[config.mk]
export PLATFORM = sky130hd
export DESIGN_NAME = tl_pass_ctrl
export DESIGN_NICKNAME = d
export VERILOG_FILES = /design/src/rtl/tl_pass_ctrl.sv
export SDC_FILE = /design/constraint.sdc
export NUM_CORES = 1
export LEC_CHECK = 0
export ABC_AREA = 0
export CAP_MARGIN = 15
export CORE_MARGIN = 4
export CORE_UTILIZATION = 55
export DETAILED_ROUTE_END_ITERATION = 10
export HOLD_SLACK_MARGIN = 0.12
export PLACE_DENSITY = 0.76
export SKIP_CTS_REPAIR_TIMING = 1
export SYNTH_ARGS = -nofsm -noshare
export SYNTH_HDL_FRONTEND = slang
export SYNTH_SLANG_ARGS = --single-unit
[constraint.sdc]
create_clock -name clk -period 3 [get_ports clk]
set_input_delay 0.45 -clock clk [delete_from_list [all_inputs] [get_ports clk]]
set_output_delay 0.45 -clock clk [all_outputs]
set_load 0.03 [all_outputs]
[src/rtl/tl_pass_ctrl.sv]
// tl_pass_ctrl: request-side controller for the traffic light FSM.
// Conditions a bouncy pre-emption button into a single request event, issues a
// one-cycle pass pulse when the light is not green, confirms that green follows,
// then holds off further requests for a cooldown period. It also flags illegal
// lamp combinations.
module tl_pass_ctrl #(
   parameter int SYNC_STAGES  = 2,
   parameter int DEBOUNCE_CYC = 16,
   parameter int ACK_TIMEOUT  = 4,
   parameter int COOLDOWN_CYC = 2048,
   parameter int CNT_W        = 12
) (
   input  logic       clk,
   input  logic       rst,
   input  logic       req_btn,
   input  logic       R,
   input  logic       G,
   input  logic       Y,
   output logic       pass,
   output logic       req_pending,
   output logic       cooldown,
   output logic       light_err,
   output logic       ack_err,
   output logic [7:0] grant_cnt
);

   // Counters are loaded with (cycles - 1) and expire at zero.
   localparam logic [CNT_W-1:0] DB_LAST = CNT_W'(DEBOUNCE_CYC - 1);
   localparam logic [CNT_W-1:0] ACK_LD  = CNT_W'(ACK_TIMEOUT - 1);
   localparam logic [CNT_W-1:0] COOL_LD = CNT_W'(COOLDOWN_CYC - 1);
   localparam logic [CNT_W-1:0] ONE     = CNT_W'(1);

   typedef enum logic [2:0] {
      S_IDLE,
      S_PENDING,
      S_PASS,
      S_WAIT_G,
      S_COOLDOWN
   } state_t;

   state_t                 state, state_nx;
   logic [SYNC_STAGES-1:0] sync_q;
   logic                   R_s, G_s, Y_s;
   logic                   lamp_vld;
   logic [1:0]             lamp_sum;
   logic                   lamp_legal;
   logic                   db_lvl, db_lvl_q;
   logic [CNT_W-1:0]       db_cnt;
   logic                   req_evt;
   logic [CNT_W-1:0]       cnt, cnt_nx;
   logic                   latch, latch_nx;
   logic                   grant_inc, ack_to;

   // Synchronise the button and register the lamps once; lamp_vld marks that
   // R_s/G_s/Y_s hold a real sample, so the cleared post-reset copies are not
   // mistaken for an illegal (all-dark) combination.
   always_ff @(posedge clk or posedge rst) begin
      if (rst) begin
         sync_q   <= '0;
         R_s      <= 1'b0;
         G_s      <= 1'b0;
         Y_s      <= 1'b0;
         lamp_vld <= 1'b0;
      end else begin
         sync_q   <= {sync_q[SYNC_STAGES-2:0], req_btn};
         R_s      <= R;
         G_s      <= G;
         Y_s      <= Y;
         lamp_vld <= 1'b1;
      end
   end

   assign lamp_sum   = {1'b0, R_s} + {1'b0, G_s} + {1'b0, Y_s};
   assign lamp_legal = (lamp_sum == 2'd1);

   // Debounce: count consecutive samples that disagree with the level and
   // toggle the level on the DEBOUNCE_CYC-th one; any agreeing sample restarts.
   always_ff @(posedge clk or posedge rst) begin
      if (rst) begin
         db_lvl   <= 1'b0;
         db_lvl_q <= 1'b0;
         db_cnt   <= '0;
      end else begin
         db_lvl_q <= db_lvl;
         if (sync_q[SYNC_STAGES-1] != db_lvl) begin
            if (db_cnt == DB_LAST) begin
               db_lvl <= ~db_lvl;
               db_cnt <= '0;
            end else begin
               db_cnt <= db_cnt + ONE;
            end
         end else begin
            db_cnt <= '0;
         end
      end
   end

   assign req_evt = db_lvl & ~db_lvl_q;

   // State, shared down-counter, one-deep request latch and the pass pulse.
   always_ff @(posedge clk or posedge rst) begin
      if (rst) begin
         state <= S_IDLE;
         cnt   <= '0;
         latch <= 1'b0;
         pass  <= 1'b0;
      end else begin
         state <= state_nx;
         cnt   <= cnt_nx;
         latch <= latch_nx;
         pass  <= (state_nx == S_PASS);
      end
   end

   // Next-state logic; the counter is reloaded on entry to WAIT_G and COOLDOWN.
   always_comb begin
      state_nx  = state;
      cnt_nx    = cnt;
      latch_nx  = latch;
      grant_inc = 1'b0;
      ack_to    = 1'b0;
      case (state)
         S_IDLE: begin
            if (req_evt && !G_s) state_nx = S_PENDING;
         end
         S_PENDING: begin
            if (G_s)             state_nx = S_IDLE;
            else if (lamp_legal) state_nx = S_PASS;
         end
         S_PASS: begin
            state_nx = S_WAIT_G;
            cnt_nx   = ACK_LD;
         end
         S_WAIT_G: begin
            if (G_s) begin
               grant_inc = 1'b1;
               state_nx  = S_COOLDOWN;
               cnt_nx    = COOL_LD;
            end else if (cnt == '0) begin
               ack_to   = 1'b1;
               state_nx = S_COOLDOWN;
               cnt_nx   = COOL_LD;
            end else begin
               cnt_nx = cnt - ONE;
            end
         end
         S_COOLDOWN: begin
            if (cnt == '0) begin
               // an event on the expiry cycle still counts as latched
               state_nx = (latch || req_evt) ? S_PENDING : S_IDLE;
               latch_nx = 1'b0;
            end else begin
               cnt_nx = cnt - ONE;
               if (req_evt) latch_nx = 1'b1;
            end
         end
         default: state_nx = S_IDLE;
      endcase
   end

   // Sticky error flags and the saturating grant counter.
   always_ff @(posedge clk or posedge rst) begin
      if (rst) begin
         light_err <= 1'b0;
         ack_err   <= 1'b0;
         grant_cnt <= 8'd0;
      end else begin
         if (lamp_vld && !lamp_legal) light_err <= 1'b1;
         if (ack_to)                  ack_err   <= 1'b1;
         if (grant_inc && grant_cnt != 8'hFF) grant_cnt <= grant_cnt + 8'd1;
      end
   end

   assign req_pending = (state == S_PENDING) | latch;
   assign cooldown    = (state == S_COOLDOWN);

endmodule

==> run summary <==
The tools report the placed cell area as 2579 sq um. The worst setup path is of the flip-flop to output port kind. For this block, the routed nets add up to 4.700 mm of wire. Data on the critical path is required at its endpoint by 2.55 ns. The pre-antenna-repair detailed-routing pass consisted of 4 iterations.

For the via count of the routed design, the log shows 1808. Synthesis produced a netlist whose cell count is 232. During synthesis, Yosys emitted a total of 0 warnings. The floorplan step set the die width to 73.99 um. The ratio of routed vias to standard cells was 6.027. The top achievable clock speed was 387.1 MHz. In the final layout, the multi-input gates occupy 1111 sq um. The start of the worst register-to-register path is cnt[0].

The via count of the first global-routing pass was 1796; the slew at the pin with the worst max-slew slack was 0.9276 ns. The tools report the final-layout setup total negative slack as 0 ns. For the layout net count, the log shows 259. The number of antenna diodes in the final layout is 0. For the aggregate global routing overflow, the log shows 0. For this design the top-level I/O count stands at 19. In the post-synthesis netlist, the biggest area contributors are sky130_fd_sc_hd__dfrtp_1 (49%), sky130_fd_sc_hd__xnor2_1 (4.4%), sky130_fd_sc_hd__nor2_1 (3.9%). The tool flagged a number of max-cap violations equal to 0. In this run the most critical hold path is launched from sync_q[0]. The tools report the netlist area before placement as 2395 sq um. The CTS sink count is 47, and the height of the die is 73.99 um. STA classifies the critical path startpoint as a flip-flop. Once placement completed, the tool counted placed cells totaling 292.

The count of filler cells inserted in the layout is 345, and the average size of a mapped cell is 10.32 sq um. The longest clock path from root to sink contains 2 buffers. Of the cells placed in the final design, the portion with a size suffix greater than 1 is 8.000%. Once routing completed, OpenROAD measured the worst setup slack at 0.4167 ns.

The logs give 48 for the pin count of the biggest net entering global routing and 0 for the final-report hold violation count. After routing the design area is 2675 sq um. Number of standard cells in the final layout excluding fillers: 300. The kind of capture point of the worst setup path was an output port.

The most critical setup path has its startpoint at state[0]. For the sequential standard cell area, the log shows 1176 sq um. Worst hold path class: flip-flop to flip-flop. After synthesis, the share of flip-flops with an asynchronous set or reset is 100.0%. Area inside the core boundary: 4115 sq um. Half-perimeter wire length after placement: 3.278 mm. The flow ran to the end, and the final reports show no timing, DRC or antenna violations. The synthesized design spends more area on one cell type than any other, namely sky130_fd_sc_hd__dfrtp_1. Measured against its own limit, the worst slew margin works out to 38.07%.

For the insertion delay of the later-clocked pin in the worst-skew pair, the log shows 0.30 ns. TritonCTS built the clock tree. The final critical path takes up 86.11% of the cycle. The first-pass GRT wire length was 8.245 mm. Setup repair after global routing left no endpoint under its margin.

CTS built an H-tree with a depth of 2. Yosys mapped a number of flops with a built-in enable equal to 0. The run gives 0 as the remaining routing DRC violations.

The cell at the root of the clock tree is sky130_fd_sc_hd__clkbuf_8. The die footprint is 5474 sq um, and the count of cell types in the netlist is 53. After synthesis, the largest area contributor takes up 49.11% of total cell area. In this run, CTS created clock tree buffers numbering 5. The global routing usage summed across all routing layers was 19.49%; the post-synthesis register bit count was 47.

The analysis attributes to cell leakage a power of 1.183 nW. VDD sags by at most 365.6 uV. Between clock sinks in the finished design, the worst skew comes to 0.01215 ns. The clock transition at the registers of the reported paths is 0.08 ns, and the final-report max-slew violation count is 0. The first routing iteration left 187 violations.

Before CTS, the worst setup slack after placement is 0.6755 ns. The number of antenna violations at the first check in global routing was 0; the maximum fanout along the worst path was 12. Count of antenna-violating nets left after detailed routing: 0. The routability congestion estimate from global placement is 0.8328.

For this design the ratio of total power to cell area is 593.3 nW/um^2. The final critical delay including setup and external delays was 2.583 ns; the row count was 23. The synthesis-to-layout area growth is 11.70%, and the final routed wire length divided by cell count is 15.67 um. The arrival time at the worst endpoint came out at 2.13 ns. Among all flip-flop cells after synthesis, the most frequent one is sky130_fd_sc_hd__dfrtp_1.

The count of buffers added on input and output ports is 18. The share of the Yosys chip area taken by registers is 49.11%. Effective utilization at floorplan: 58.19%. The number of setup violations in the final report was 0; the total nets after synthesis was 242.
[kinds of logic after synthesis]
logic type | after synthesis | share of synthesized area [%]
muxes | 2 | 0.9404
other | 1 | 0.1566
adders and majority gates | 4 | 2.404
AOI/OAI and AO/OA | 45 | 13.90
xor gates and xnor gates | 18 | 6.583
DFF | 47 | 49.11
and+or+nand+nor | 96 | 22.41
buffers and inverters | 19 | 4.493
[final cells by class]
class                           count  share of cell area [%]
Sequential cell                    47                   43.97
Inverter                            9                   1.263
Clock inverter                      2                  0.5145
Timing Repair Buffer               20                   7.297
Tap cell                           50                   2.339
Multi-Input combinational cell    166                   41.53
Clock buffer                        6                   3.087
[critical path, stage by stage (launching register included)]
cell and delay (ns):
sky130_fd_sc_hd__dfrtp_1 0.50, sky130_fd_sc_hd__nor3b_2 0.55, sky130_fd_sc_hd__clkdlybuf4s50_1 0.78
[through the flow]
stage / util, % / power (W) / hold slack (ns)
6_report: 65.00 / 0.001587 / 0.3768
5_1_grt: 65.00 / 0.001679 / 0.3997
4_1_cts: 65.00 / 0.001583 / 0.3909
3_5_place_dp: 62.66 / 0.001187 / 0.3627
3_3_place_gp: 62.66 / 0.001177 / 0.3349
2_1_floorplan: - / 0.001126 / 0.3312
[report_power, final]
part | total (W) | internal (W) | leakage, nW | switching (W)
registers | 0.000699 | 0.000663 | 0.634 | 0.0000354
logic | 0.000487 | 0.000198 | 0.498 | 0.000288
clock network | 0.000402 | 0.000188 | 0.0516 | 0.000213
total | 0.00159 | 0.00105 | 1.18 | 0.000537
[cell usage after synthesis, types with 4 or more instances]
master	count
sky130_fd_sc_hd__nor2_1	25
sky130_fd_sc_hd__nor3_1	15
sky130_fd_sc_hd__xor2_1	6
sky130_fd_sc_hd__nand3_1	8
sky130_fd_sc_hd__a21oi_1	8
sky130_fd_sc_hd__clkbuf_1	4
sky130_fd_sc_hd__nor4b_1	4
sky130_fd_sc_hd__inv_1	9
sky130_fd_sc_hd__xnor2_1	12
sky130_fd_sc_hd__nand2b_1	4
sky130_fd_sc_hd__o22ai_1	6
sky130_fd_sc_hd__nand2_1	9
sky130_fd_sc_hd__a31oi_1	4
sky130_fd_sc_hd__dfrtp_1	47
sky130_fd_sc_hd__nor4_1	10
[worst paths after layout]
path / slack, ns / cells after the start / endpoint
max: 0.42 / 2 / cooldown
min: 0.38 / 0 / sync_q[1]
max reg2reg: 0.64 / 6 / cnt[7]
min reg2reg: 0.38 / 0 / sync_q[1]
max in group asynchronous: 1.74 / 2 / cnt[2]
min in group asynchronous: 0.67 / 2 / db_cnt[4]
[cell usage in the layout, fill, tap and decap left out, types with 3 or more instances in the layout]
cell / instances
sky130_fd_sc_hd__clkbuf_8: 6
sky130_fd_sc_hd__nand2b_1: 4
sky130_fd_sc_hd__a211o_1: 3
sky130_fd_sc_hd__nor2_1: 25
sky130_fd_sc_hd__a21o_1: 3
sky130_fd_sc_hd__xor2_1: 6
sky130_fd_sc_hd__nor4b_1: 4
sky130_fd_sc_hd__inv_1: 8
sky130_fd_sc_hd__and3_1: 3
sky130_fd_sc_hd__nor4_1: 10
sky130_fd_sc_hd__clkdlybuf4s50_1: 18
sky130_fd_sc_hd__ha_1: 3
sky130_fd_sc_hd__xnor2_1: 12
sky130_fd_sc_hd__nand2_1: 9
sky130_fd_sc_hd__nand3_1: 8
sky130_fd_sc_hd__dfrtp_1: 47
sky130_fd_sc_hd__a21oi_1: 8
sky130_fd_sc_hd__nor3_1: 15
sky130_fd_sc_hd__or4_1: 3
sky130_fd_sc_hd__a31oi_1: 4
sky130_fd_sc_hd__o22ai_1: 6
sky130_fd_sc_hd__o21ai_0: 3
[state kept, by name (all words and copies together) (netlist names), 2 cells and up]
name / cells
cnt: 12
db_cnt: 12
grant_cnt: 8
state: 3
sync_q: 2
[metal layers]
layer / track usage, % / vias up / part of all wire [%]
met4: 6.841 / 0 / 1.5
met1: 27.75 / 842 / 48
met3: 4.459 / 8 / 6.0
met5: 0 / - / 0
li1: - / 887 / -
met2: 29.53 / 71 / 44
No activity file was read; power rests on OpenSTA's default activity.
